### src/rtl/sdram_port_arbiter.sv
// sdram_port_arbiter
// Shares one Avalon-MM SDRAM controller slave between two masters.
// Round-robin arbitration with a bounded burst lock, and an in-order ID FIFO
// that steers pipelined read data back to whichever master issued the read.
module sdram_port_arbiter #(
    parameter int  ADDR_W      = 24,
    parameter int  DATA_W      = 16,
    parameter int  MAX_PEND    = 8,
    parameter int  GRANT_BEATS = 4,
    localparam int BE_W        = DATA_W / 8
) (
    input  logic              clk_clk,
    input  logic              reset_reset,
    // master 0 (CPU data path)
    input  logic [ADDR_W-1:0] m0_address,
    input  logic              m0_read,
    input  logic              m0_write,
    input  logic [DATA_W-1:0] m0_writedata,
    input  logic [BE_W-1:0]   m0_byteenable,
    output logic              m0_waitrequest,
    output logic [DATA_W-1:0] m0_readdata,
    output logic              m0_readdatavalid,
    // master 1 (DMA / streaming client)
    input  logic [ADDR_W-1:0] m1_address,
    input  logic              m1_read,
    input  logic              m1_write,
    input  logic [DATA_W-1:0] m1_writedata,
    input  logic [BE_W-1:0]   m1_byteenable,
    output logic              m1_waitrequest,
    output logic [DATA_W-1:0] m1_readdata,
    output logic              m1_readdatavalid,
    // SDRAM controller slave
    output logic [ADDR_W-1:0] s_address,
    output logic              s_read,
    output logic              s_write,
    output logic [DATA_W-1:0] s_writedata,
    output logic [BE_W-1:0]   s_byteenable,
    input  logic              s_waitrequest,
    input  logic [DATA_W-1:0] s_readdata,
    input  logic              s_readdatavalid,
    // sticky protocol error
    output logic              err_unexp_rdv
);

    localparam int PW  = (MAX_PEND > 1) ? $clog2(MAX_PEND) : 1;
    localparam int BCW = (GRANT_BEATS > 1) ? $clog2(GRANT_BEATS) : 1;

    typedef enum logic [1:0] {
        ST_IDLE = 2'd0,
        ST_GNT0 = 2'd1,
        ST_GNT1 = 2'd2
    } state_t;

    state_t           r_state;
    state_t           w_state_next;
    logic             r_last_grant;
    logic [BCW-1:0]   r_beat_cnt;
    logic [BCW-1:0]   w_beat_cnt_next;

    // read-ID FIFO: one bit per outstanding read (which master issued it)
    logic             r_fifo_id [MAX_PEND];
    logic [PW-1:0]    r_wr_ptr;
    logic [PW-1:0]    r_rd_ptr;
    logic [PW:0]      r_count;
    logic             r_err;

    // per-master request vectors, indexed by master number
    logic [1:0]       w_m_read;
    logic [1:0]       w_m_write;
    logic [ADDR_W-1:0] w_m_address   [2];
    logic [DATA_W-1:0] w_m_writedata [2];
    logic [BE_W-1:0]   w_m_byteenable[2];
    logic [1:0]       w_req;
    logic [1:0]       w_wait;
    logic [1:0]       w_rdv;

    logic             w_granted;
    logic             w_gnt_id;
    logic             w_sel_read;
    logic             w_sel_write;
    logic             w_fifo_empty;
    logic             w_fifo_full;
    logic             w_rd_block;
    logic             w_s_read;
    logic             w_s_write;
    logic             w_wait_sel;
    logic             w_accept;
    logic             w_push;
    logic             w_pop;
    logic             w_head_id;
    logic             w_limit;

    assign w_m_read          = {m1_read, m0_read};
    assign w_m_write         = {m1_write, m0_write};
    assign w_m_address[0]    = m0_address;
    assign w_m_address[1]    = m1_address;
    assign w_m_writedata[0]  = m0_writedata;
    assign w_m_writedata[1]  = m1_writedata;
    assign w_m_byteenable[0] = m0_byteenable;
    assign w_m_byteenable[1] = m1_byteenable;

    assign w_granted    = (r_state != ST_IDLE);
    assign w_gnt_id     = (r_state == ST_GNT1);
    assign w_sel_read   = w_m_read[w_gnt_id];
    assign w_sel_write  = w_m_write[w_gnt_id];

    assign w_fifo_empty = (r_count == '0);
    assign w_fifo_full  = (r_count == (PW+1)'(MAX_PEND));
    assign w_head_id    = r_fifo_id[r_rd_ptr];

    // A read from the granted master is held off while every ID slot is in use.
    assign w_rd_block   = w_granted & w_sel_read & w_fifo_full;
    assign w_s_read     = w_granted & w_sel_read & ~w_fifo_full;
    assign w_s_write    = w_granted & w_sel_write;
    assign w_wait_sel   = s_waitrequest | w_rd_block;
    assign w_accept     = (w_s_read | w_s_write) & ~s_waitrequest;
    assign w_push       = w_accept & w_s_read;
    assign w_pop        = s_readdatavalid & ~w_fifo_empty;
    assign w_limit      = w_accept & (r_beat_cnt == BCW'(GRANT_BEATS - 1));

    generate
        for (genvar gi = 0; gi < 2; gi++) begin : g_master
            assign w_req[gi]  = w_m_read[gi] | w_m_write[gi];
            assign w_wait[gi] = ~w_granted | (w_gnt_id != 1'(gi)) | w_wait_sel;
            assign w_rdv[gi]  = w_pop & (w_head_id == 1'(gi));
        end
    endgenerate

    assign s_read           = w_s_read;
    assign s_write          = w_s_write;
    assign s_address        = w_m_address[w_gnt_id];
    assign s_writedata      = w_m_writedata[w_gnt_id];
    assign s_byteenable     = w_m_byteenable[w_gnt_id];

    assign m0_waitrequest   = w_wait[0];
    assign m1_waitrequest   = w_wait[1];
    assign m0_readdata      = s_readdata;
    assign m1_readdata      = s_readdata;
    assign m0_readdatavalid = w_rdv[0];
    assign m1_readdatavalid = w_rdv[1];
    assign err_unexp_rdv    = r_err;

    // Next grant and burst counter: round-robin, re-arbitrate on burst limit or idle owner.
    always_comb begin
        w_state_next    = r_state;
        w_beat_cnt_next = r_beat_cnt;
        case (r_state)
            ST_IDLE: begin
                w_beat_cnt_next = '0;
                if (w_req[0] & w_req[1]) begin
                    w_state_next = r_last_grant ? ST_GNT0 : ST_GNT1;
                end else if (w_req[0]) begin
                    w_state_next = ST_GNT0;
                end else if (w_req[1]) begin
                    w_state_next = ST_GNT1;
                end
            end
            ST_GNT0, ST_GNT1: begin
                if (w_limit | ~w_req[w_gnt_id]) begin
                    w_beat_cnt_next = '0;
                    if (w_req[~w_gnt_id]) begin
                        w_state_next = w_gnt_id ? ST_GNT0 : ST_GNT1;
                    end else if (w_limit & w_req[w_gnt_id]) begin
                        w_state_next = r_state;
                    end else begin
                        w_state_next = ST_IDLE;
                    end
                end else if (w_accept) begin
                    w_beat_cnt_next = r_beat_cnt + BCW'(1);
                end
            end
            default: begin
                w_state_next    = ST_IDLE;
                w_beat_cnt_next = '0;
            end
        endcase
    end

    // Grant state, burst counter and round-robin history.
    always_ff @(posedge clk_clk or posedge reset_reset) begin
        if (reset_reset) begin
            r_state      <= ST_IDLE;
            r_beat_cnt   <= '0;
            r_last_grant <= 1'b1;
        end else begin
            r_state    <= w_state_next;
            r_beat_cnt <= w_beat_cnt_next;
            if (w_state_next == ST_GNT0) begin
                r_last_grant <= 1'b0;
            end else if (w_state_next == ST_GNT1) begin
                r_last_grant <= 1'b1;
            end
        end
    end

    // ID FIFO pointers, occupancy and the sticky unexpected-data flag.
    always_ff @(posedge clk_clk or posedge reset_reset) begin
        if (reset_reset) begin
            r_wr_ptr <= '0;
            r_rd_ptr <= '0;
            r_count  <= '0;
            r_err    <= 1'b0;
        end else begin
            if (w_push) begin
                r_wr_ptr <= r_wr_ptr + PW'(1);
            end
            if (w_pop) begin
                r_rd_ptr <= r_rd_ptr + PW'(1);
            end
            case ({w_push, w_pop})
                2'b10:   r_count <= r_count + (PW+1)'(1);
                2'b01:   r_count <= r_count - (PW+1)'(1);
                default: r_count <= r_count;
            endcase
            if (s_readdatavalid & w_fifo_empty) begin
                r_err <= 1'b1;
            end
        end
    end

    // ID FIFO storage; contents are meaningless until written, so no reset.
    always_ff @(posedge clk_clk) begin
        if (w_push) begin
            r_fifo_id[r_wr_ptr] <= w_gnt_id;
        end
    end

endmodule

### config.mk
export PLATFORM = sky130hd
export DESIGN_NAME = sdram_port_arbiter
export DESIGN_NICKNAME = d
export VERILOG_FILES = /design/src/rtl/sdram_port_arbiter.sv
export SDC_FILE = /design/constraint.sdc
export NUM_CORES = 1
export LEC_CHECK = 0
export ABC_AREA = 1
export CAP_MARGIN = 20
export CORE_MARGIN = 1.5
export CORE_UTILIZATION = 35
export CTS_CLUSTER_DIAMETER = 40
export DETAILED_ROUTE_END_ITERATION = 7
export PLACE_DENSITY = 0.87
export SYNTH_ARGS = -nofsm -noshare
export SYNTH_HDL_FRONTEND = slang
export SYNTH_SLANG_ARGS = --single-unit
export TNS_END_PERCENT = 10
### constraint.sdc
create_clock -name clk_clk -period 7.9 [get_ports clk_clk]
set_clock_uncertainty 0.2 [all_clocks]
set_input_delay 2.37 -clock clk_clk [delete_from_list [all_inputs] [get_ports clk_clk]]
set_output_delay 2.37 -clock clk_clk [all_outputs]
set_load 0.01 [all_outputs]
* Yosys cells after proc, flatten, opt, wreduce, memory -nomap -nowiden
Memories as Yosys holds them, arrays and structs flattened. Cells that the tools add are included.
Storage, ports and cells: output and inout port bits 81, input port bits 108, memories kept 1, register bits 16, logic and storage cells 95, memory bits (writable) 8
Memories:
- r_fifo_id | depth 8, width 1, rd ports 1, clocked after Yosys merged registers in 0, wr ports 1, RTL line 61 | logic r_fifo_id [MAX_PEND];
Operators by class: muxes and demuxes 34, $add $sub $neg 5, order comparisons 3, bitwise gates (word level) 30, equal/unequal tests 9, reduce and logical (&&, ||, !) cells 6
Operators by type and width (count):
- 24-bit two-way mux | 3
- 16-bit two-way mux | 3
- 2-bit two-way mux | 14
- 1-bit bitwise AND | 13
- 1-bit two-way mux | 12
- 1-bit bitwise OR | 9
- 2-bit equality test, second input constant | 4
- 4-bit one-hot mux with 2 select lines | 1
- 1-bit NOT | 7
- 3-bit by 1-bit adder with 3-bit output, second input constant | 2
- 2-bit by 1-bit equality test with 1-bit output, second input constant | 3
- 2-bit nonzero test | 3
- 4-bit by 1-bit adder with 4-bit output, second input constant | 1
- 4-bit equality test, second input constant | 1
- 4-bit zero test | 1
- 1-bit by 2-bit < comparator with 1-bit output, second input constant | 2
- 2-bit one-hot mux with 2 select lines | 1
- 4-bit by 1-bit subtractor with 4-bit output, second input constant | 1
- 3-bit inequality test, second input constant | 1
- 2-bit by 1-bit adder with 2-bit output, second input constant | 1
- 2-bit >= comparator, second input constant | 1
- 2-bit zero test | 1
- 1-bit NOT with 2-bit output | 1
- 2-bit OR reduction | 1

* Logic depth before layout (Yosys ltp)
Gate-level depths: netlist of run 1.
word-level depth 16, depth in mapped cells 18, depth with buffers taken out 17

* Least setup slack after synthesis of run 1
OpenSTA, ideal clock, no wires.
kind input to output, from in s_readdatavalid, to out m1_readdatavalid, path buffers 0, cell stages on the path 4, data arrival time 3.002 ns, required time 5.330 ns, slack 2.328 ns, cells stage by stage inv_1 a21oi_1 inv_1 a21oi_1
On the way: cells in the longest elaborated chain, start to end 2
RTL lines:
- start: declaration | RTL line 40 | input logic s_readdatavalid,
- 1-bit bitwise AND | RTL line 118 | assign w_pop = s_readdatavalid & ~w_fifo_empty;
- via w_pop | RTL line 89 | logic w_pop;
- 1-bit bitwise AND | RTL line 125 | assign w_rdv[gi] = w_pop & (w_head_id == 1'(gi));
- end: declaration | RTL line 31 | output logic m1_readdatavalid,
The timed path passes the listed nets, and every way through them passes these cells.

* Final worst setup path of run 1
Ends and elaborated chain as after synthesis.

==> results by group, run 1 <==
Status
  • Status: completed

Yosys
  • Yosys top cell by area: nand2_1
  • Synth top cells by count: 173 x nand2_1, 32 x buf_4, 23 x inv_1, 21 x nor2_1, 15 x dfrtp_1
  • Synth warn: 0
  • Synth Register Bits: 24
  • Ranking of synthesized cells by area: nand2_1 29%, dfrtp_1 17%, buf_4 11%
  • Most frequent cell after synthesis: nand2_1
  • Post-Syn Area: 2240 µm²
  • Sequential share of the synthesized area: 28.6%
  • Post-Syn Instances: roughly 340
  • Top cell type's share of synthesized area: 29.0%
  • Asr flop ratio synth: between 60% and 70%
  • Synth cell types: 34
  • Post-Syn Nets: 464
  • Post-synth EDFFs: 8
  • Syn_area_per_cell: 6.52 µm²
  • Commonest register cell after synthesis: dfrtp_1

Clock tree
  • Max H-tree Level: 1
  • # hold bufs at CTS: 0
  • CTS resizes: 0
  • Worst-Skew Late Latency: ~0.26 ns
  • Maximum buffer depth of the clock tree: 2
  • CTS Sinks: 24
  • CTS tree: done
  • Number of setup buffers added after CTS: 0
  • Reg clk slew, reported paths: roughly 0.08 ns
  • Root buffer cell: clkbuf_8
  • Num CTS Buffers: 3

Placed design
  • Worst slack at placement: 1.28 ns
  • Buffers on Ports: 140
  • Dpl cells: 517
  • Routability cong.: 0.849
  • Final HPWL DP: 5550 µm
  • Dpl cell area: 3450 µm²

Timing
  • Rel. slew slack: 35.2%
  • Setup tns final: 0 ns
  • Fin crit period: 6.64 ns
  • Tcrit/Tclk final: 84.1%
  • Fmax achieved: 151 MHz
  • Final Max Tran Viols: 0
  • Worst-margin pin slew: 0.973 ns
  • RSZ-0062 raised after global routing: false
  • Hold WS: 0.280 ns
  • Final Hold Fails: 0
  • Post-layout worst setup margin: ~1.3 ns
  • Final setup violation count: 0

Critical path
  • CP cell instances: clkdlybuf4s50_1 > inv_1 > a21oi_1 > inv_1 > a21oi_1 > clkdlybuf4s50_1
  • Critical path buffer and inverter count: 4
  • CP startpoint kind: input pin
  • Crit-path slowest cell: clkdlybuf4s50_1
  • Delay-heaviest family, CP: buffers and inverters
  • Critical Path RT: ~5.3 ns
  • Worst path max stage delay: between 0.5 and 0.6 ns
  • Worst Path Max Fanout: 5
  • Crit path DAT: 4.07 ns
  • Critical path class: in -> out
  • Critical path endpoint category: output pin

Run
  • Max-cap violation count: 0

Pwr
  • LEAKAGE: between 1.5 and 2 nW
  • PD cells: 295 nW/µm²
  • Total power: about 1 mW
  • Max VDD drop: 228 µV

Global route
  • Met3 Use GR: 5.57%
  • Total Routing Usage GR: about 18%
  • Grt met2 use: between 30 and 40%
  • Antenna violations before repair: 0
  • Largest net degree at the start of global routing: 55
  • First-pass GRT wire length: 10,600 µm
  • GRT busiest layer: met2
  • Met1 Resource Use GR: 21.6%
  • Vias in the first global route: 2,246
  • GRT overflow: 0

Floorplanning
  • IO Count: 189
  • Core Area: slightly above 6000 µm²
  • Die Y: approximately 83 µm
  • Row count: 28
  • Horiz. Die Dim: slightly above 80 µm
  • Die ar.: 6900 µm²
  • Effective utilization at floorplan: approximately 37%

Drt
  • DRC viols: 0
  • Pre-antenna DRT Iters: 4
  • DRT iter0 DRCs: 100
  • WL final: 6500 µm
  • Drt via density: 4.59
  • Routed length per instance: 12.5 µm
  • Routed Antenna Nets: 0
  • Vias: 2,393

Finish
  • Fin area: 3490 µm²
  • Nets@finish: 567
  • Layout cell share with drive strength beyond 1: ~5.4%
  • Finished Layout Cells: 521
  • Core Util, Final: 57.6%
  • Area growth syn-to-layout: 55.7%
  • Antenna diodes: 0

Min path
  • Hold Crit Class: reg -> reg
-- worst reg2reg max path, stage by stage, from the launching register on --
cell and delay (ns):
dfrtp_1 0.41, inv_1 0.14, ha_2 0.83, inv_4 0.45
nand2_2 0.19, nand2_2 0.08, nand3_4 0.11, nor2_4 0.06
inv_2 0.07, ha_1 0.20, ha_1 0.28, nand2_1 0.08
nor2_1 0.04, a211oi_1 0.22, nor2_1 0.08, nor2_1 0.11
nand2_1 0.08, xor2_1 0.14
-- kinds of logic (layout without fill, tap and decap cells) --
| family | after synthesis | in the layout | synth area share [%] |
|---|---|---|---|
| xor gates and xnor gates | 6 | 6 | 2.34 |
| adders and majority gates | 12 | 12 | 7.03 |
| and+or+nand+nor | 213 | 213 | 38.6 |
| DFF | 24 | 24 | 28.6 |
| AOI/OAI and AO/OA | 21 | 21 | 5.86 |
| buffers and inverters | 68 | 170 | 17.5 |
-- placed cells by master, fill, tap and decap left out, types with 3 or more instances in the layout --
cell type        instances
a21oi_1                  4
clkbuf_8                 3
clkdlybuf4s50_1        140
dfrtp_1                 15
edfxtp_1                 8
ha_1                    10
inv_1                   23
nand2_1                173
nand2_2                  4
nand3_1                  3
nor2_1                  21
nor2_2                   5
o21ai_0                  7
xor2_1                   5
-- layer usage --
metal  share of wire, %  routed length [µm]
met5                  0                   0
met4              0.092                   6
met3                7.0                 455
met2                 52                3380
met1                 41                2660
-- where the power goes --
part	leakage, nW	switching [mW]	total, mW	internal (mW)
Clock	0.0228	0.0359	0.0719	0.0359
Sequential	0.263	0.0397	0.220	0.181
Combinational	1.37	0.391	0.738	0.347
-- flip-flops by register name, summed over array words and instances (netlist names) --
signal and flops:
err_unexp_rdv 1, r_beat_cnt 2, r_count 4, r_fifo_id 8
r_last_grant 1, r_rd_ptr 3, r_state 2, r_wr_ptr 3
-- final cells by class --
cell class	count	area, µm²
fillers	568	2570
repair buffers	140	1400
multi-input cells	252	1210
flip-flops and latches	24	642
inverters	26	100
well taps	75	93.8
clock buffers	4	45.0
-- final timing paths --
path,from,to,slack [ns],depth (start not counted)
min in group asynchronous,reset_reset,r_count[1],2.28,2
worst min-delay path,err_unexp_rdv,err_unexp_rdv,0.28,1
worst min register to register,err_unexp_rdv,err_unexp_rdv,0.28,1
worst max register to register,r_state[0],r_count[3],4.03,17
max in group asynchronous,reset_reset,r_wr_ptr[0],4.83,2
worst max-delay path,s_readdatavalid,m1_readdatavalid,1.26,6
(Power assumes the default switching activity.)
==> run 2: changes to the inputs <==
--- a/config.mk
+++ b/config.mk
@@ -8,10 +8,10 @@
 export ABC_AREA = 1
 export CAP_MARGIN = 20
 export CORE_MARGIN = 1.5
-export CORE_UTILIZATION = 35
+export CORE_UTILIZATION = 30
 export CTS_CLUSTER_DIAMETER = 40
 export DETAILED_ROUTE_END_ITERATION = 7
-export PLACE_DENSITY = 0.87
+export PLACE_DENSITY = 0.79
 export SYNTH_ARGS = -nofsm -noshare
 export SYNTH_HDL_FRONTEND = slang
 export SYNTH_SLANG_ARGS = --single-unit
==> constraint.sdc (replaced) <==
create_clock -name clk_clk -period 5.5 [get_ports clk_clk]
set_clock_uncertainty 0.2 [all_clocks]
set_input_delay 1.65 -clock clk_clk [delete_from_list [all_inputs] [get_ports clk_clk]]
set_output_delay 1.65 -clock clk_clk [all_outputs]
set_load 0.01 [all_outputs]
==> results by group, run 2 (synthesis gave the netlist of run 1 again) <==
Critical path
  • Critical path class: in -> out
  • R2r startpoint: r_state[0]
  • Worst Path Max Fanout: 2
  • Critical Path RT: between 3 and 4 ns
  • CP startpoint kind: input pin
  • Crit path DAT: 3.19 ns
  • Critical path origin: m1_read
  • Critical path endpoint category: output pin

Drt
  • Pre-antenna DRT Iters: 4
  • Routed Antenna Nets: 0
  • DRT iter0 DRCs: 65
  • Routed length per instance: 12.1 µm
  • DRC viols: 0
  • Vias: 2,392
  • WL final: 6640 µm
  • Drt via density: between 4 and 5

Finish
  • Fill count: ~710
  • Multi-input logic area: between 1000 and 1500 µm²
  • Antenna diodes: 0
  • Commonest non-fill, non-tap cell in the layout: nand2_1
  • Layout cell share with drive strength beyond 1: approximately 6%
  • Largest regs: r_fifo_id (8), r_count (4)
  • Nets@finish: 569
  • Area growth syn-to-layout: 58.9%
  • Core Util, Final: 49.1%
  • Most frequent cells in the layout: 173 x nand2_1, 140 x clkdlybuf4s50_1, 23 x inv_1
  • Most flops, register: r_fifo_id
  • Register area: 642 µm²
  • Number of flip-flops in the largest register: 8

Placed design
  • Worst slack at placement: 0.468 ns
  • Buffers on Ports: 140
  • Final HPWL DP: roughly 5700 µm
  • Routability cong.: 0.872

Min path
  • Critical hold path startpoint: err_unexp_rdv
  • Hold Crit Class: reg -> reg

Timing
  • Worst-margin pin slew: 0.677 ns
  • RSZ-0062 raised after global routing: false
  • Fmax achieved: 199 MHz
  • Tcrit/Tclk final: between 90% and 100%
  • Final Hold Fails: 0
  • Final Max Tran Viols: 0
  • Post-layout worst setup margin: 0.464 ns
  • Setup tns final: 0 ns
  • Rel. slew slack: 54.8%
  • Hold WS: 0.290 ns
  • Fin crit period: around 5 ns
  • Final setup violation count: 0

Clock tree
  • CTS resizes: 0
  • # hold bufs at CTS: 0
  • Max H-tree Level: 1
  • Root buffer cell: clkbuf_8
  • CTS Sinks: 24
  • CTS tree: done
  • Num CTS Buffers: 3
  • Worst-Skew Late Latency: 0.27 ns
  • Maximum buffer depth of the clock tree: 2
  • Number of setup buffers added after CTS: 0
  • Reg clk slew, reported paths: 0.08 ns

Floorplanning
  • Die ar.: approximately 8000 µm²
  • Row count: 31
  • Core Area: 7250 µm²
  • Effective utilization at floorplan: 30.9%
  • IO Count: roughly 190
  • Horiz. Die Dim: 89.5 µm
  • Die Y: 89.5 µm

Pwr
  • Flop pwr share: 20.6%
  • PD cells: approximately 430 nW/µm²
  • Max VDD drop: 153 µV
  • Sw Ratio: between 40% and 50%
  • Switch Pwr: around 0.68 mW
  • Internal: 0.861 mW
  • LEAKAGE: around 1.7 nW
  • Comb pwr share: around 69%
  • Total power: 1.54 mW
  • Clock group share of total power: 10.0%

Global route
  • Largest net degree at the start of global routing: roughly 50
  • Vias in the first global route: 2,229
  • Total Routing Usage GR: between 10% and 20%
  • GRT overflow: 0
  • First-pass GRT wire length: 10,200 µm
  • Antenna violations before repair: 0

Run
  • Max-cap violation count: 0

Status
  • Status: completed
[run 2: cell types whose count changed in the layout (fill, tap and decap cells not counted)]
cell       change
buf_4          +2
bufinv_16      +1
clkbuf_1       -1
[run 2: metrics by stage]
step	cell area, µm²	cells
detailed placement	3490	543
CTS	3560	547
global placement	3490	543
global route	3560	547
finish	3560	547
floorplan	2240	344
[run 2: metal layers]
| layer | global-route usage, % | share of wire [%] | vias to the layer above | routed length (µm) |
|---|---|---|---|---|
| met1 | 17.9 | 38 | 1033 | 2550 |
| met3 | 5.08 | 8.3 | 13 | 550 |
| met5 | 0 | 0 | - | 0 |
| met2 | 30.6 | 51 | 110 | 3400 |
| li1 | - | - | 1236 | - |
| met4 | 5.45 | 2.0 | 0 | 136 |
[run 2: final cells by class]
cell class                 instances  share of cell area, %
sequential                        24                   18.0
timing repair buffer             142                   39.7
inverter                          26                   2.81
clock buffer                       3                   1.16
multi-input combinational        252                   34.0
tap                               99                   3.48
clock inverter                     1                  0.843
[run 2: power by group through the flow]
stage | clock network [mW] | logic, mW | registers, mW
2_1_floorplan | 0 | 0.642 | 0.306
3_3_place_gp | 0 | 1.05 | 0.316
3_5_place_dp | 0 | 1.08 | 0.320
4_1_cts | 0.160 | 1.09 | 0.316
5_1_grt | 0.168 | 1.20 | 0.325
6_report | 0.155 | 1.07 | 0.318
[run 2: worst paths after layout]
check	end	slack (ns)	cells after the start
min	err_unexp_rdv	0.29	1
max reg2reg	r_count[3]	1.86	17
max in group asynchronous	r_wr_ptr[2]	3.12	2
max	m0_waitrequest	0.46	6
min in group asynchronous	r_rd_ptr[2]	1.56	2
min reg2reg	err_unexp_rdv	0.29	1
[run 2: critical path: stages]
cell and delay (ns):
clkdlybuf4s50_1 0.48, nand2_1 0.06, nand2_2 0.17, a41oi_1 0.15
nand3_1 0.11, clkdlybuf4s50_1 0.55
==> run 3: changes to the inputs <==
--- a/config.mk
+++ b/config.mk
@@ -6,8 +6,8 @@
 export NUM_CORES = 1
 export LEC_CHECK = 0
 export ABC_AREA = 1
-export CAP_MARGIN = 20
-export CORE_MARGIN = 1.5
+export CAP_MARGIN = 25
+export CORE_MARGIN = 2
 export CORE_UTILIZATION = 30
 export CTS_CLUSTER_DIAMETER = 40
 export DETAILED_ROUTE_END_ITERATION = 7
==> results by group, run 3 (synthesis gave the netlist of run 1 again) <==
Timing
  • Hold WS: 0.279 ns
  • RSZ-0062 raised after global routing: false
  • Setup tns final: 0 ns
  • Final setup violation count: 0
  • Final Hold Fails: 0
  • Rel. slew slack: 57.4%
  • Final Max Tran Viols: 0
  • Tcrit/Tclk final: 91.1%
  • Post-layout worst setup margin: between 0.4 and 0.5 ns
  • Worst-margin pin slew: 0.638 ns
  • Fin crit period: ~5 ns
  • Fmax achieved: 200 MHz

Placed design
  • Final HPWL DP: ~5700 µm
  • Routability cong.: 0.824
  • Worst slack at placement: between 0.4 and 0.5 ns
  • Buffers on Ports: 140
  • Dpl cell area: roughly 3500 µm²
  • Dpl cells: 543

Drt
  • Pre-antenna DRT Iters: 4
  • WL final: 6590 µm
  • Drt via density: roughly 4.3
  • DRC viols: 0
  • Vias: about 2,400
  • Routed length per instance: 12.0 µm
  • DRT iter0 DRCs: 93
  • Routed Antenna Nets: 0

Clock tree
  • # hold bufs at CTS: 0
  • Maximum buffer depth of the clock tree: 2
  • Max H-tree Level: 1
  • Root buffer cell: clkbuf_8
  • Worst-Skew Late Latency: ~0.27 ns
  • CTS resizes: 0
  • Number of setup buffers added after CTS: 0
  • Num CTS Buffers: 3
  • Reg clk slew, reported paths: 0.08 ns
  • CTS tree: done
  • CTS Sinks: 24

Floorplanning
  • Horiz. Die Dim: 90.5 µm
  • Die Y: 90.5 µm
  • IO Count: around 190
  • Effective utilization at floorplan: 30.9%
  • Row count: 31
  • Die ar.: 8180 µm²
  • Core Area: around 7300 µm²

Global route
  • First-pass GRT wire length: between 10,000 and 15,000 µm
  • GRT overflow: 0
  • Antenna violations before repair: 0
  • Total Routing Usage GR: 16.1%
  • Vias in the first global route: between 2,000 and 2,500
  • Largest net degree at the start of global routing: 49

Critical path
  • Crit-path slowest cell: clkdlybuf4s50_1
  • Reg2Reg Capture Point: r_count[3]
  • Critical path origin: m0_read
  • Critical Path RT: 3.65 ns
  • CP cell instances: clkdlybuf4s50_1 > nand2_2 > nand2_2 > a41oi_1 > nand3_1 > clkdlybuf4s50_1
  • Delay-heaviest family, CP: buffers and inverters
  • R2r startpoint: r_state[0]
  • Critical path endpoint category: output pin
  • Critical path buffer and inverter count: 2
  • Worst path max stage delay: 0.55 ns
  • Critical path class: in -> out
  • Cell depth of the worst setup path: 6
  • R2r setup slk: 1.93 ns
  • Crit path DAT: 3.16 ns
  • Worst Setup EP: m0_waitrequest
  • Reg2reg path depth: 17
  • CP startpoint kind: input pin
  • Worst Path Max Fanout: 2

Pwr
  • Internal: 0.813 mW
  • Flop pwr share: approximately a fifth
  • Clock group share of total power: ~7%
  • Comb pwr share: 71.9%
  • Max VDD drop: 151 µV
  • LEAKAGE: ~1.7 nW
  • Total power: approximately 1.5 mW
  • Switch Pwr: 0.686 mW
  • PD cells: about 420 nW/µm²
  • Sw Ratio: 45.7%

Run
  • Max-cap violation count: 0

Min path
  • Hold Crit Class: reg -> reg

Finish
  • Most flops, register: r_fifo_id
  • Nets@finish: 569
  • Core Util, Final: 48.8%
  • Fin area: 3540 µm²
  • Register area: around 640 µm²
  • Fill count: 701
  • Antenna diodes: 0
  • Number of flip-flops in the largest register: 8
  • Most frequent cells in the layout: 173 x nand2_1, 140 x clkdlybuf4s50_1, 23 x inv_1
  • Finished Layout Cells: ~550
  • Multi-input logic area: 1210 µm²
  • Largest regs: r_fifo_id (8), r_count (4)
  • Commonest non-fill, non-tap cell in the layout: nand2_1
  • Layout cell share with drive strength beyond 1: roughly 5.8%
  • Area growth syn-to-layout: 57.8%

Status
  • Status: completed
run 3: cell count changes in the layout (fill, tap and decap cells not counted), sizes merged:
cell,change
bufinv,-1
clkinv,+1
run 3: power by group through the flow:
stage | logic [mW] | registers (mW) | clock network (mW)
floorplan | 0.642 | 0.306 | 0
global placement | 1.06 | 0.315 | 0
detailed placement | 1.09 | 0.317 | 0
CTS | 1.09 | 0.314 | 0.108
global route | 1.20 | 0.325 | 0.113
finish | 1.08 | 0.315 | 0.105
run 3: area by class of cell:
cell class,instances,share of cell area [%]
well taps,99,3.50
multi-input cells,252,34.2
flip-flops and latches,24,18.1
repair buffers,142,40.0
clock buffers,3,1.17
inverters,26,2.83
clock inverters,1,0.106
run 3: worst min path at each step:
stage                  startpoint       endpoint  slack [ns]  cells after the start
floorplan            r_last_grant   r_last_grant        0.26                      2
global placement    err_unexp_rdv  err_unexp_rdv        0.26                      1
detailed placement  err_unexp_rdv  err_unexp_rdv        0.26                      1
CTS                 err_unexp_rdv  err_unexp_rdv        0.28                      1
global route        err_unexp_rdv  err_unexp_rdv        0.32                      1
finish              err_unexp_rdv  err_unexp_rdv        0.28                      1
run 3: layer usage:
layer / vias up / track usage (%) / share of wire (%)
li1: 1232 / - / -
met1: 1018 / 16.6 / 38
met2: 111 / 30.1 / 51
met3: 15 / 5.09 / 8.5
met4: 0 / 6.28 / 3.0
met5: - / 0 / 0
